File: src/rtl/dmem_arbiter_if.sv
// Requester and data-memory signal bundle for dmem_arbiter.
// The slave modport is the arbiter's view; master is the environment (requesters + memory).
interface dmem_arbiter_if;
  logic        r0_req;
  logic        r0_we;
  logic [31:0] r0_addr;
  logic [31:0] r0_wdata;
  logic        r0_gnt;
  logic        r0_done;
  logic        r0_err;
  logic [31:0] r0_rdata;

  logic        r1_req;
  logic        r1_we;
  logic [31:0] r1_addr;
  logic [31:0] r1_wdata;
  logic        r1_gnt;
  logic        r1_done;
  logic        r1_err;
  logic [31:0] r1_rdata;

  logic [31:0] mem_address;
  logic [31:0] mem_writeData;
  logic        mem_memWrite;
  logic        mem_memRead;
  logic [31:0] mem_readData;

  modport slave (
    input  r0_req, r0_we, r0_addr, r0_wdata,
    output r0_gnt, r0_done, r0_err, r0_rdata,
    input  r1_req, r1_we, r1_addr, r1_wdata,
    output r1_gnt, r1_done, r1_err, r1_rdata,
    output mem_address, mem_writeData, mem_memWrite, mem_memRead,
    input  mem_readData
  );

  modport master (
    output r0_req, r0_we, r0_addr, r0_wdata,
    input  r0_gnt, r0_done, r0_err, r0_rdata,
    output r1_req, r1_we, r1_addr, r1_wdata,
    input  r1_gnt, r1_done, r1_err, r1_rdata,
    input  mem_address, mem_writeData, mem_memWrite, mem_memRead,
    output mem_readData
  );
endinterface

File: src/rtl/dmem_arbiter.sv
// Round-robin arbiter and IDLE->ACCESS->RESP sequencer for the single-port data memory.
// Requester 0 is the core load/store path, requester 1 the debug/program-loader port.
module dmem_arbiter #(
  parameter int unsigned DEPTH = 32,
  parameter int unsigned IDX_W = 5
) (
  input  logic          clock,
  input  logic          reset,
  dmem_arbiter_if.slave bus,
  output logic          busy
);
  typedef enum logic [1:0] {IDLE, ACCESS, RESP} state_t;

  state_t           state, state_d;
  logic             last_grant, last_grant_d;
  logic             sel, sel_d;
  logic             err, err_d;
  logic [1:0]       gnt, gnt_d;
  logic [1:0]       done, done_d;
  logic [1:0]       err_out, err_out_d;
  logic [31:0]      mem_addr, mem_addr_d;
  logic [31:0]      mem_wdata, mem_wdata_d;
  logic             mem_wr, mem_wr_d;
  logic             mem_rd, mem_rd_d;
  logic [1:0][31:0] rdata, rdata_d;

  logic             win;
  logic             req_we;
  logic [31:0]      req_addr;
  logic [31:0]      req_wdata;
  logic             req_err;

  // Winner of an IDLE sample: on a tie the requester that did not go last
  always_comb begin
    win       = (bus.r0_req & bus.r1_req) ? ~last_grant : bus.r1_req;
    req_we    = win ? bus.r1_we    : bus.r0_we;
    req_addr  = win ? bus.r1_addr  : bus.r0_addr;
    req_wdata = win ? bus.r1_wdata : bus.r0_wdata;
    req_err   = (req_addr[1:0] != 2'b00) ||
                ({2'b00, req_addr[31:2]} >= 32'(DEPTH));
  end

  always_comb begin
    state_d      = state;
    last_grant_d = last_grant;
    sel_d        = sel;
    err_d        = err;
    gnt_d        = '0;
    done_d       = '0;
    err_out_d    = '0;
    mem_addr_d   = '0;
    mem_wdata_d  = '0;
    mem_wr_d     = 1'b0;
    mem_rd_d     = 1'b0;
    rdata_d      = rdata;
    unique case (state)
      IDLE: begin
        if (bus.r0_req | bus.r1_req) begin
          state_d     = ACCESS;
          sel_d       = win;
          err_d       = req_err;
          gnt_d[win]  = 1'b1;
          mem_addr_d  = 32'(req_addr[IDX_W+1:2]);
          mem_wdata_d = req_wdata;
          mem_wr_d    = req_we & ~req_err;
          mem_rd_d    = ~req_we & ~req_err;
        end
      end
      ACCESS: begin
        state_d        = RESP;
        last_grant_d   = sel;
        done_d[sel]    = 1'b1;
        err_out_d[sel] = err;
        if (mem_rd) begin
          rdata_d[sel] = bus.mem_readData;
        end
      end
      RESP: begin
        state_d = IDLE;
      end
      default: begin
        state_d = IDLE;
      end
    endcase
  end

  always_ff @(posedge clock) begin
    if (reset) begin
      state      <= IDLE;
      last_grant <= 1'b1;
      sel        <= 1'b0;
      err        <= 1'b0;
      gnt        <= '0;
      done       <= '0;
      err_out    <= '0;
      mem_addr   <= '0;
      mem_wdata  <= '0;
      mem_wr     <= 1'b0;
      mem_rd     <= 1'b0;
      rdata      <= '0;
    end else begin
      state      <= state_d;
      last_grant <= last_grant_d;
      sel        <= sel_d;
      err        <= err_d;
      gnt        <= gnt_d;
      done       <= done_d;
      err_out    <= err_out_d;
      mem_addr   <= mem_addr_d;
      mem_wdata  <= mem_wdata_d;
      mem_wr     <= mem_wr_d;
      mem_rd     <= mem_rd_d;
      rdata      <= rdata_d;
    end
  end

  assign bus.r0_gnt   = gnt[0];
  assign bus.r1_gnt   = gnt[1];
  assign bus.r0_done  = done[0];
  assign bus.r1_done  = done[1];
  assign bus.r0_err   = err_out[0];
  assign bus.r1_err   = err_out[1];
  assign bus.r0_rdata = rdata[0];
  assign bus.r1_rdata = rdata[1];

  // A store caught by reset in ACCESS must never reach the memory
  assign bus.mem_memWrite  = mem_wr & ~reset;
  assign bus.mem_memRead   = mem_rd;
  assign bus.mem_address   = mem_addr;
  assign bus.mem_writeData = mem_wdata;
  assign busy              = (state != IDLE);
endmodule

File: src/flat_wrapper.sv
// flat-port wrapper written by rule: the top's interface ports become plain ports
module dmem_arbiter_flat 
#(
  parameter int unsigned DEPTH = 32,
  parameter int unsigned IDX_W = 5
)
  (clock, reset, busy, bus_r0_req, bus_r0_we, bus_r0_addr, bus_r0_wdata, bus_r0_gnt, bus_r0_done, bus_r0_err, bus_r0_rdata, bus_r1_req, bus_r1_we, bus_r1_addr, bus_r1_wdata, bus_r1_gnt, bus_r1_done, bus_r1_err, bus_r1_rdata, bus_mem_address, bus_mem_writeData, bus_mem_memWrite, bus_mem_memRead, bus_mem_readData);
  dmem_arbiter_if bus_i ();
  input  logic clock;
  input  logic reset;
  output logic busy;
  input wire logic [$bits(bus_i.r0_req)-1:0] bus_r0_req;
  input wire logic [$bits(bus_i.r0_we)-1:0] bus_r0_we;
  input wire logic [$bits(bus_i.r0_addr)-1:0] bus_r0_addr;
  input wire logic [$bits(bus_i.r0_wdata)-1:0] bus_r0_wdata;
  output wire logic [$bits(bus_i.r0_gnt)-1:0] bus_r0_gnt;
  output wire logic [$bits(bus_i.r0_done)-1:0] bus_r0_done;
  output wire logic [$bits(bus_i.r0_err)-1:0] bus_r0_err;
  output wire logic [$bits(bus_i.r0_rdata)-1:0] bus_r0_rdata;
  input wire logic [$bits(bus_i.r1_req)-1:0] bus_r1_req;
  input wire logic [$bits(bus_i.r1_we)-1:0] bus_r1_we;
  input wire logic [$bits(bus_i.r1_addr)-1:0] bus_r1_addr;
  input wire logic [$bits(bus_i.r1_wdata)-1:0] bus_r1_wdata;
  output wire logic [$bits(bus_i.r1_gnt)-1:0] bus_r1_gnt;
  output wire logic [$bits(bus_i.r1_done)-1:0] bus_r1_done;
  output wire logic [$bits(bus_i.r1_err)-1:0] bus_r1_err;
  output wire logic [$bits(bus_i.r1_rdata)-1:0] bus_r1_rdata;
  output wire logic [$bits(bus_i.mem_address)-1:0] bus_mem_address;
  output wire logic [$bits(bus_i.mem_writeData)-1:0] bus_mem_writeData;
  output wire logic [$bits(bus_i.mem_memWrite)-1:0] bus_mem_memWrite;
  output wire logic [$bits(bus_i.mem_memRead)-1:0] bus_mem_memRead;
  input wire logic [$bits(bus_i.mem_readData)-1:0] bus_mem_readData;
  assign bus_i.r0_req = bus_r0_req;
  assign bus_i.r0_we = bus_r0_we;
  assign bus_i.r0_addr = bus_r0_addr;
  assign bus_i.r0_wdata = bus_r0_wdata;
  assign bus_r0_gnt = bus_i.r0_gnt;
  assign bus_r0_done = bus_i.r0_done;
  assign bus_r0_err = bus_i.r0_err;
  assign bus_r0_rdata = bus_i.r0_rdata;
  assign bus_i.r1_req = bus_r1_req;
  assign bus_i.r1_we = bus_r1_we;
  assign bus_i.r1_addr = bus_r1_addr;
  assign bus_i.r1_wdata = bus_r1_wdata;
  assign bus_r1_gnt = bus_i.r1_gnt;
  assign bus_r1_done = bus_i.r1_done;
  assign bus_r1_err = bus_i.r1_err;
  assign bus_r1_rdata = bus_i.r1_rdata;
  assign bus_mem_address = bus_i.mem_address;
  assign bus_mem_writeData = bus_i.mem_writeData;
  assign bus_mem_memWrite = bus_i.mem_memWrite;
  assign bus_mem_memRead = bus_i.mem_memRead;
  assign bus_i.mem_readData = bus_mem_readData;
  dmem_arbiter #(.DEPTH(DEPTH), .IDX_W(IDX_W)) u_core (.clock(clock), .reset(reset), .bus(bus_i), .busy(busy));
endmodule
File: config.mk
export PLATFORM = sky130hd
export DESIGN_NAME = dmem_arbiter_flat
export DESIGN_NICKNAME = d
export VERILOG_FILES = /design/src/rtl/dmem_arbiter_if.sv /design/src/rtl/dmem_arbiter.sv /design/src/flat_wrapper.sv
export SDC_FILE = /design/constraint.sdc
export NUM_CORES = 1
export LEC_CHECK = 0
export ABC_AREA = 1
export BUFFER_PORTS_ARGS = -buffer_cell sky130_fd_sc_hd__buf_2
export CORE_AREA = 2 2 119 121
export DETAILED_ROUTE_END_ITERATION = 10
export DIE_AREA = 0 0 121 123
export GPL_TIMING_DRIVEN = 1
export PLACE_DENSITY_LB_ADDON = 0.3
export SYNTH_ARGS = -nofsm -noshare
export SYNTH_HDL_FRONTEND = slang
export SYNTH_SLANG_ARGS = --single-unit
File: constraint.sdc
create_clock -name clock -period 2.3 [get_ports clock]
set_clock_uncertainty 0.05 [all_clocks]
set_input_delay 0.23 -clock clock [delete_from_list [all_inputs] [get_ports clock]]
set_output_delay 0.23 -clock clock [all_outputs]
set_load 0.02 [all_outputs]
==> metrics.md, run 1 <==
| Metric | Value |
|---|---|
| Top-area cell type share of the netlist area | `0.520` |
| Root buffer cell | `clkbuf_16` |
| Synth unique cells | `22` |
| CORE AREA | `about 14000 sq um` |
| # IOs | `303` |
| Total CTS buffers | `17` |
| Initial core utilization | `0.322` |
| Rows | `43` |
| Yosys Warn Count | `0` |
| Post-synth top area cell | `dfxtp_1` |
| MaxCap Viol Count | `0` |
| Die ar. | `14900 sq um` |
| Finished Layout Cells | `about 1100` |
| Period minus WS final | `around 2.1 ns` |
| Share of cells above drive strength 1 | `0.333` |
| Clock slew at reported path FFs | `roughly 0.050 ns` |
| Vias in the first global route | `between 4000 and 5000` |
| Worst EP arrival | `2.41 ns` |
| Post-synth EDFFs | `0` |
| Leakage power | `3.80 nW` |
| Crit path launch type | `flop` |
| Status | `completed` |
| Die width | `roughly 120 um` |
| Largest net degree at the start of global routing | `65` |
| Worst-Skew Late Latency | `0.40 ns` |
| Worst EP required | `2.60 ns` |
| Total GRT Usage | `0.176` |
| Yosys reg bits | `between 100 and 150` |
| FMAX | `between 400 and 500 MHz` |
| DRT Wirelength | `around 14000 um` |
| Die extent in y | `about 120 um` |
| Gp weighted congestion | `0.738` |
| Synth top area cells | `dfxtp_1 52%, nand2_1 12%, nor2_1 8.0%` |
| Clk buf depth | `2` |
| Gr busiest metal | `met2` |
| Hold crit path type | `input port to flop` |
| Nets | `1103` |
| Syn_area_per_cell | `7.42 sq um` |
| CTS tree | `done` |
| Sequential share of the synthesized area | `0.520` |
| Met2 GRT Util | `0.301` |
| Pre-Repair DR Iteration Count | `4` |
| H-tree Lvls | `4` |
| Count of pins over their slew limit | `0` |
| Number of clock sinks | `between 100 and 150` |
| Worst-Margin Slew | `approximately 0.53 ns` |
| Final Hold Vio Count | `0` |
| R2R Setup Slk | `0.19 ns` |
| Port Buffers | `~280` |
| Main synth FF type | `dfxtp_1` |
| Antenna diodes | `0` |
| Synthesis-to-finish area growth | `62.3%` |
| Grt met1 use | `0.199` |
| Cell count after synthesis | `around 590` |
| Crit path max fanout | `38` |
| DRT iter0 DRCs | `~220` |
| Critical path capture point type | `flop` |
| Area after DPL | `just under 6000 sq um` |
| Most frequent cell after synthesis | `nand2_1` |
| Residual DRC | `0` |
| Post-Route Utilization | `0.523` |
| WL per Instance | `~12 um` |
| Post-synth top cells | `142 x nand2_1, 114 x dfxtp_1, 94 x nor2_1` |
| Power Density | `approximately 730 nW/um^2` |
| Period utilization | `0.919` |
| HPWL Detailed | `roughly 9000 um` |
| Setup_tns | `0 ns` |
| CP Class | `flop to flop` |
| Post-route cell area | `7120 sq um` |
| Relative slew slack | `0.645` |
| # setup viols final | `0` |
| Antenna violations before repair | `0` |
| Cell Area, Synth | `4390 sq um` |
| Vias | `about 4700` |
| DP Cell Count | `1024` |
| Detailed-route vias per instance | `around 4.2` |
| Post-route ant nets | `0` |
| Unrepaired setup endpoints after global routing | `no` |
| Final Power | `between 5 and 6 mW` |
| Grt ovf | `0` |
| GR Util met3 | `0.0660` |
| Asr flop ratio synth | `0` |
| First-pass GRT wire length | `about 20000 um` |
| Worst IR Drop VDD | `0.569 mV` |
critical path: stages (launching register included):
cell and delay, ns:
dfxtp_1 0.31, or2_4 0.26, nor3_4 0.16, nand2_1 0.10, clkinv_2 0.38, nand2_1 0.14
nand2_1 0.10, dlygate4sd3_1 0.54
routing by layer:
layer	routed length, um	share of wire
met1	5630	0.42
met2	6610	0.49
met3	1150	0.085
met4	147	0.011
met5	0	0
flip-flops by register name, indices dropped and copies added (netlist names):
name / count
u_core.bus.mem_writeData: 32
u_core.bus.r0_rdata: 32
u_core.bus.r1_rdata: 32
u_core.bus.mem_address: 5
u_core.done: 2
u_core.err_out: 2
u_core.gnt: 2
u_core.state: 2
u_core.bus.mem_memRead: 1
u_core.err: 1
u_core.last_grant: 1
u_core.mem_wr: 1
u_core.sel: 1
what timing repair did:
| item | in CTS | in global routing |
|---|---|---|
| buffers inserted | 0 | 0 |
| hold endpoints to repair | 37 | 0 |
| hold buffers | 74 | 0 |
| resized for setup | 0 | 3 |
| setup endpoints to repair | 0 | 37 |
layout make-up:
cell class	instances	area, sq um
inverter	72	274
clock buffer	21	470
multi-input combinational	377	1580
timing repair buffer	355	2170
sequential	114	2280
fill	1283	6490
clock inverter	9	108
tap	180	225
kinds of logic after synthesis:
logic type / synth area share
flip-flops: 0.520
buffers and inverters: 0.141
AND/OR/NAND/NOR: 0.224
other: 0.000855
AO/OA/AOI/OAI: 0.114
placed cells by master, fill, tap and decap left out, types with 2 or more instances in the layout:
master         synthesis  routed
clkinvlp_4             0       2
clkinv_4               0       2
inv_1                 70      70
a21oi_1               33      33
clkbuf_8               0       3
clkinv_2               0       4
clkbuf_16              0      17
dfxtp_1              114     114
nor3_1                 5       5
nor2_1                94      94
conb_1                 1      27
buf_4                 29       5
nand2_1              142     142
buf_2                  5     275
dlygate4sd3_1          0      74
bufinv_16              0       2
and2_1                 2       2
o21ai_0               67      67
per-stage QoR:
stage                     hold WS (ns)  setup slack, ns
final                           0.0408            0.186
after global routing            0.0388           0.0236
after CTS                       0.0203           0.0352
after detailed placement         0.371            0.591
after global placement           0.368            0.618
after floorplan                  0.260            0.989
power by group:
| part | total [mW] | switching, mW | internal, mW |
|---|---|---|---|
| sequential | 2.05 | 0.0183 | 2.04 |
| combinational | 0.593 | 0.311 | 0.282 |
| clock | 2.54 | 0.880 | 1.66 |
path summary, 6_finish.rpt:
path	startpoint	end	cells past startpoint
setup / recovery	u_core.state[1]	u_core.bus.mem_writeData[22]	7
hold / removal	bus_mem_readData[19]	u_core.bus.r0_rdata[19]	3
setup reg to reg	u_core.state[1]	u_core.bus.mem_writeData[22]	7
hold reg to reg	u_core.bus.r1_rdata[13]	u_core.bus.r1_rdata[13]	2
(Power assumes the default switching activity.)
==> inputs of run 2 (changes only) <==
Settings changed: CORE_AREA 2 2 119 121 to default, CORE_ASPECT_RATIO from default to 1.1, CORE_MARGIN from default to 10, CORE_UTILIZATION from default to 44, DIE_AREA 0 0 121 123 to default.
==> metrics.md, run 2 (synthesis results as in run 1) <==
| Metric | Value |
|---|---|
| Hold path start | `bus_r0_we` |
| Largest net degree at the start of global routing | `51` |
| Worst IR Drop VDD | `about 0.7 mV` |
| Clock slew at reported path FFs | `0.06 ns` |
| # IOs | `roughly 300` |
| Critical path capture point type | `flop` |
| Gp weighted congestion | `~0.85` |
| Die width | `between 100 and 150 um` |
| MaxCap Viol Count | `0` |
| Hold path depth | `5` |
| R2r startpoint | `u_core.state[1]` |
| Most frequent CP cell | `nand2_1` |
| Worst setup path start | `u_core.state[1]` |
| # setup viols final | `0` |
| Synthesis-to-finish area growth | `70.1%` |
| Critical Path, Cell by Cell | `or2_4 > nor3_4 > nand2_1 > clkinv_2 > buf_4 > nand2_1 > nand2_1 > dlygate4sd3_1` |
| CORE AREA | `9790 sq um` |
| Number of clock sinks | `around 110` |
| Antenna violations before repair | `4` |
| Worst Path Buf+Inv | `3` |
| Port Buffers | `around 280` |
| Die ar. | `14400 sq um` |
| Commonest non-fill, non-tap cell in the layout | `buf_2` |
| Leakage power | `around 4.0 nW` |
| First-pass GRT wire length | `about 28000 um` |
| Hold endpoint | `u_core.bus.mem_memRead` |
| FMAX | `466 MHz` |
| Rows | `38` |
| R2R Setup Slk | `0.16 ns` |
| Crit path launch type | `flop` |
| Hold crit path type | `input port to flop` |
| Post-route ant nets | `0` |
| Residual DRC | `0` |
| Worst-Margin Slew | `0.512 ns` |
| HPWL Detailed | `12000 um` |
| H-tree Lvls | `4` |
| Period minus WS final | `approximately 2.1 ns` |
| Period utilization | `0.932` |
| Initial core utilization | `0.448` |
| Post-CTS setup buffer count | `0` |
| Clk buf depth | `2` |
| DRT iter0 DRCs | `between 300 and 400` |
| Total GRT Usage | `0.248` |
| Root buffer cell | `clkbuf_8` |
| CP Class | `flop to flop` |
| Share of cells above drive strength 1 | `0.326` |
| Max incr delay on CP | `between 0.5 and 0.6 ns` |
| Crit path max fanout | `29` |
| Worst-Skew Late Latency | `just under 0.5 ns` |
| Unrepaired setup endpoints after global routing | `no` |
| Detailed-route vias per instance | `4.65` |
| Top cell family by delay on the critical path | `buffers and inverters` |
| Vias | `around 5200` |
| Crit path max-delay cell type | `dlygate4sd3_1` |
| Pre-Repair DR Iteration Count | `5` |
| Worst EP required | `2.69 ns` |
| Setup_tns | `0 ns` |
| Worst reg2reg path depth | `8` |
| CTS tree | `done` |
| WHS | `between 0.07 and 0.08 ns` |
| Relative slew slack | `0.658` |
| Nets | `between 1000 and 1500` |
| Grt ovf | `0` |
| Final Hold Vio Count | `0` |
| Total CTS buffers | `17` |
| Power Density | `around 730 nW/um^2` |
| Vias in the first global route | `around 5500` |
| Die extent in y | `125 um` |
| R2r endpoint | `u_core.bus.mem_writeData[14]` |
| WL per Instance | `between 15 and 20 um` |
| Worst EP arrival | `between 2 and 3 ns` |
| Commonest cells after routing, fill and taps aside | `275 x buf_2, 142 x nand2_1, 114 x dfxtp_1` |
| DRT Wirelength | `between 15000 and 20000 um` |
| Status | `completed` |
| Fillers | `~680` |
| Count of pins over their slew limit | `0` |
==> run 2: changes by cell type in the layout (fill, tap and decap cells not counted), moves of 2 or more <==
| cell | change |
|---|---|
| dlygate4sd3_1 | +34 |
| diode_2 | +4 |
| inv_6 | +4 |
| clkinv_2 | -3 |
| buf_4 | +2 |
| clkbuf_8 | -2 |
| inv_8 | +2 |
==> run 2: how the worst max path moves through the flow <==
stage	to	slack (ns)	depth (start not counted)
after global routing	u_core.bus.mem_address[2]	0.03	8
final	u_core.bus.mem_writeData[14]	0.16	8
after global placement	u_core.bus.mem_writeData[14]	0.63	6
after CTS	u_core.bus.mem_writeData[14]	0.06	7
after detailed placement	u_core.bus.mem_writeData[14]	0.60	6
after floorplan	u_core.bus.mem_address[0]	0.99	8
==> run 2: cell type report <==
class / count / area, sq um / share of cell area
clock inverter: 15 / 196 / 0.0263
multi-input combinational: 377 / 1580 / 0.212
inverter: 72 / 274 / 0.0367
timing repair buffer: 392 / 2550 / 0.342
clock buffer: 17 / 414 / 0.0555
sequential: 114 / 2280 / 0.306
antenna: 4 / 10.0 / 0.00134
tap: 120 / 150 / 0.0201
==> run 2: power by group <==
group / switching, mW / internal, mW / total (mW)
combinational: 0.353 / 0.325 / 0.678
sequential: 0.0186 / 2.03 / 2.05
clock: 1.01 / 1.68 / 2.70
==> run 2: timing repair <==
| item | in CTS | in global routing |
|---|---|---|
| hold endpoints to repair | 100 | 0 |
| setup endpoints to repair | 0 | 35 |
| hold buffers | 108 | 0 |
| gates resized for setup | 0 | 3 |
==> run 2: metrics by stage <==
step	cells	instance area, sq um	total power [mW]	utilization	worst slack [ns]
2_1_floorplan	617	4480	2.38	-	0.989
3_3_place_gp	967	5760	2.57	0.588	0.625
3_5_place_dp	967	5760	2.58	0.588	0.602
4_1_cts	1107	7450	5.42	0.760	0.0638
5_1_grt	1111	7460	5.61	0.762	0.0281
6_report	1111	7460	5.43	0.762	0.156
==> run 2: metal layers <==
metal	track usage	vias up	wire length [um]
li1	-	2528	-
met2	0.421	267	9200
met5	0	-	0
met3	0.102	45	1890
met4	0.112	0	624
met1	0.257	2327	6720
==> run 2: tightest hold or removal path, cell delays in order <==
cell	delay [ns]
buf_2	0.07
or2_2	0.08
o21ai_0	0.09
inv_1	0.06
nor2_1	0.04
==> inputs of run 3 (changes only) <==
Settings changed: BUFFER_PORTS_ARGS -buffer_cell sky130_fd_sc_hd__buf_2 to -buffer_cell sky130_fd_sc_hd__clkbuf_2, CORE_MARGIN 10 to default, CORE_UTILIZATION 44 to 25.
==> metrics.md, run 3 (synthesis results as in run 1) <==
| Metric | Value |
|---|---|
| Status | `completed` |
| Clock slew at reported path FFs | `around 0.070 ns` |
| DRT Wirelength | `~14000 um` |
| CTS tree | `done` |
| Antenna diodes | `0` |
| Finished Layout Cells | `1182` |
| Die width | `128 um` |
| Worst-Margin Slew | `~0.55 ns` |
| Worst Path Buf+Inv | `2` |
| Period minus WS final | `2.07 ns` |
| Crit path max-delay cell type | `dlygate4sd3_1` |
| Fillers | `between 1500 and 2000` |
| Vias | `4731` |
| Unrepaired setup endpoints after global routing | `no` |
| DRT iter0 DRCs | `between 150 and 200` |
| Synthesis-to-finish area growth | `64.0%` |
| CP Class | `flop to flop` |
| Leakage power | `~3.7 nW` |
| Residual DRC | `0` |
| Commonest non-fill, non-tap cell in the layout | `clkbuf_2` |
| Grt ovf | `0` |
| First-pass GRT wire length | `around 21000 um` |
| # setup viols final | `0` |
| Total CTS buffers | `17` |
| Count of pins over their slew limit | `0` |
| Post-route ant nets | `0` |
| Final Power | `about 5.3 mW` |
| Antenna violations before repair | `1` |
| Rows | `50` |
| Commonest cells after routing, fill and taps aside | `275 x clkbuf_2, 142 x nand2_1, 114 x dfxtp_1` |
| Crit path launch type | `flop` |
| Vias in the first global route | `about 4300` |
| Relative slew slack | `0.635` |
| Max incr delay on CP | `approximately 0.56 ns` |
| Port Buffers | `275` |
| Setup_tns | `0 ns` |
| Post-CTS setup buffer count | `0` |
| Most frequent CP cell | `nand2_1` |
| Critical Path, Cell by Cell | `or2_4 > nor3_4 > nand2_1 > clkinv_2 > nand2_1 > nand2_1 > dlygate4sd3_1` |
| Number of clock sinks | `roughly 110` |
| Worst EP required | `about 2.6 ns` |
| Total GRT Usage | `0.158` |
| DP Cell Count | `1076` |
| FMAX | `just under 500 MHz` |
| # IOs | `slightly above 300` |
| Area after DPL | `5860 sq um` |
| WHS | `around 0.031 ns` |
| Detailed-route vias per instance | `between 4 and 5` |
| Largest net degree at the start of global routing | `65` |
| Period utilization | `0.901` |
| Final Hold Vio Count | `0` |
| Worst-Skew Late Latency | `0.41 ns` |
| HPWL Detailed | `a little over 10000 um` |
| Crit path max fanout | `38` |
| Critical path capture point type | `flop` |
| Die extent in y | `141 um` |
| Root buffer cell | `clkbuf_16` |
| Clk buf depth | `2` |
| Pre-Repair DR Iteration Count | `5` |
| Top cell family by delay on the critical path | `buffers and inverters` |
| WL per Instance | `12.1 um` |
| MaxCap Viol Count | `0` |
| Power Density | `732 nW/um^2` |
| Post-route cell area | `between 7000 and 8000 sq um` |
| CORE AREA | `roughly 17000 sq um` |
| Worst IR Drop VDD | `around 0.49 mV` |
| Nets | `about 1100` |
| Hold crit path type | `input port to flop` |
| Gp weighted congestion | `roughly 0.73` |
| Die ar. | `approximately 18000 sq um` |
| Initial core utilization | `0.257` |
| Worst EP arrival | `around 2.4 ns` |
| H-tree Lvls | `4` |
| Share of cells above drive strength 1 | `0.334` |
[run 3: cell types whose count changed in the layout (fill, tap and decap cells not counted), sizes merged]
cell / delta
inv: +4
buf: -280
diode: -4
clkbuf: +275
dlygate4sd3: -34
bufinv: -2
clkinvlp: -2
[run 3: worst min-delay path: cells and delay by family]
family / cells / cell delay (ns)
AO/OA/AOI/OAI: 1 / 0.07
buffers and inverters: 1 / 0.08
AND/OR/NAND/NOR: 1 / 0.07
[run 3: layout make-up]
class	count	area, sq um	area share
multi-input cells	377	1580	0.220
repair buffers	353	2170	0.302
well taps	234	293	0.0407
clock buffers	17	425	0.0591
clock inverters	15	164	0.0228
flip-flops and latches	114	2280	0.317
inverters	72	274	0.0381
[run 3: timing repair]
action / 4_1_cts / 5_1_grt
endpoints found under the hold margin: 37 / 0
setup endpoints to repair: 0 / 34
resized for setup: 0 / 3
hold buffers: 74 / 0
[run 3: worst paths after layout]
check	from	to	slack, ns	depth (start not counted)
hold reg to reg	u_core.bus.r1_rdata[25]	u_core.bus.r1_rdata[25]	0.39	2
hold / removal	bus_mem_readData[18]	u_core.bus.r0_rdata[18]	0.03	3
setup / recovery	u_core.state[1]	u_core.bus.mem_writeData[31]	0.23	7
setup reg to reg	u_core.state[1]	u_core.bus.mem_writeData[31]	0.23	7
[run 3: metrics by stage]
stage	setup WS (ns)	util
detailed placement	0.629	0.343
CTS	0.0961	0.421
global route	0.0676	0.421
global placement	0.667	0.343
floorplan	0.989	-
finish	0.229	0.421
[run 3: report_power, final]
part / internal (mW) / switching (mW) / total, mW / leakage [nW]
clock network: 1.54 / 1.08 / 2.62 / 0.289
registers: 2.03 / 0.0191 / 2.05 / 0.925
logic: 0.282 / 0.312 / 0.594 / 2.54
[run 3: metal layers]
metal	global-route usage	share of wire
met4	0.0898	0.037
met5	0	0.00091
met1	0.155	0.36
met3	0.0596	0.083
met2	0.281	0.51
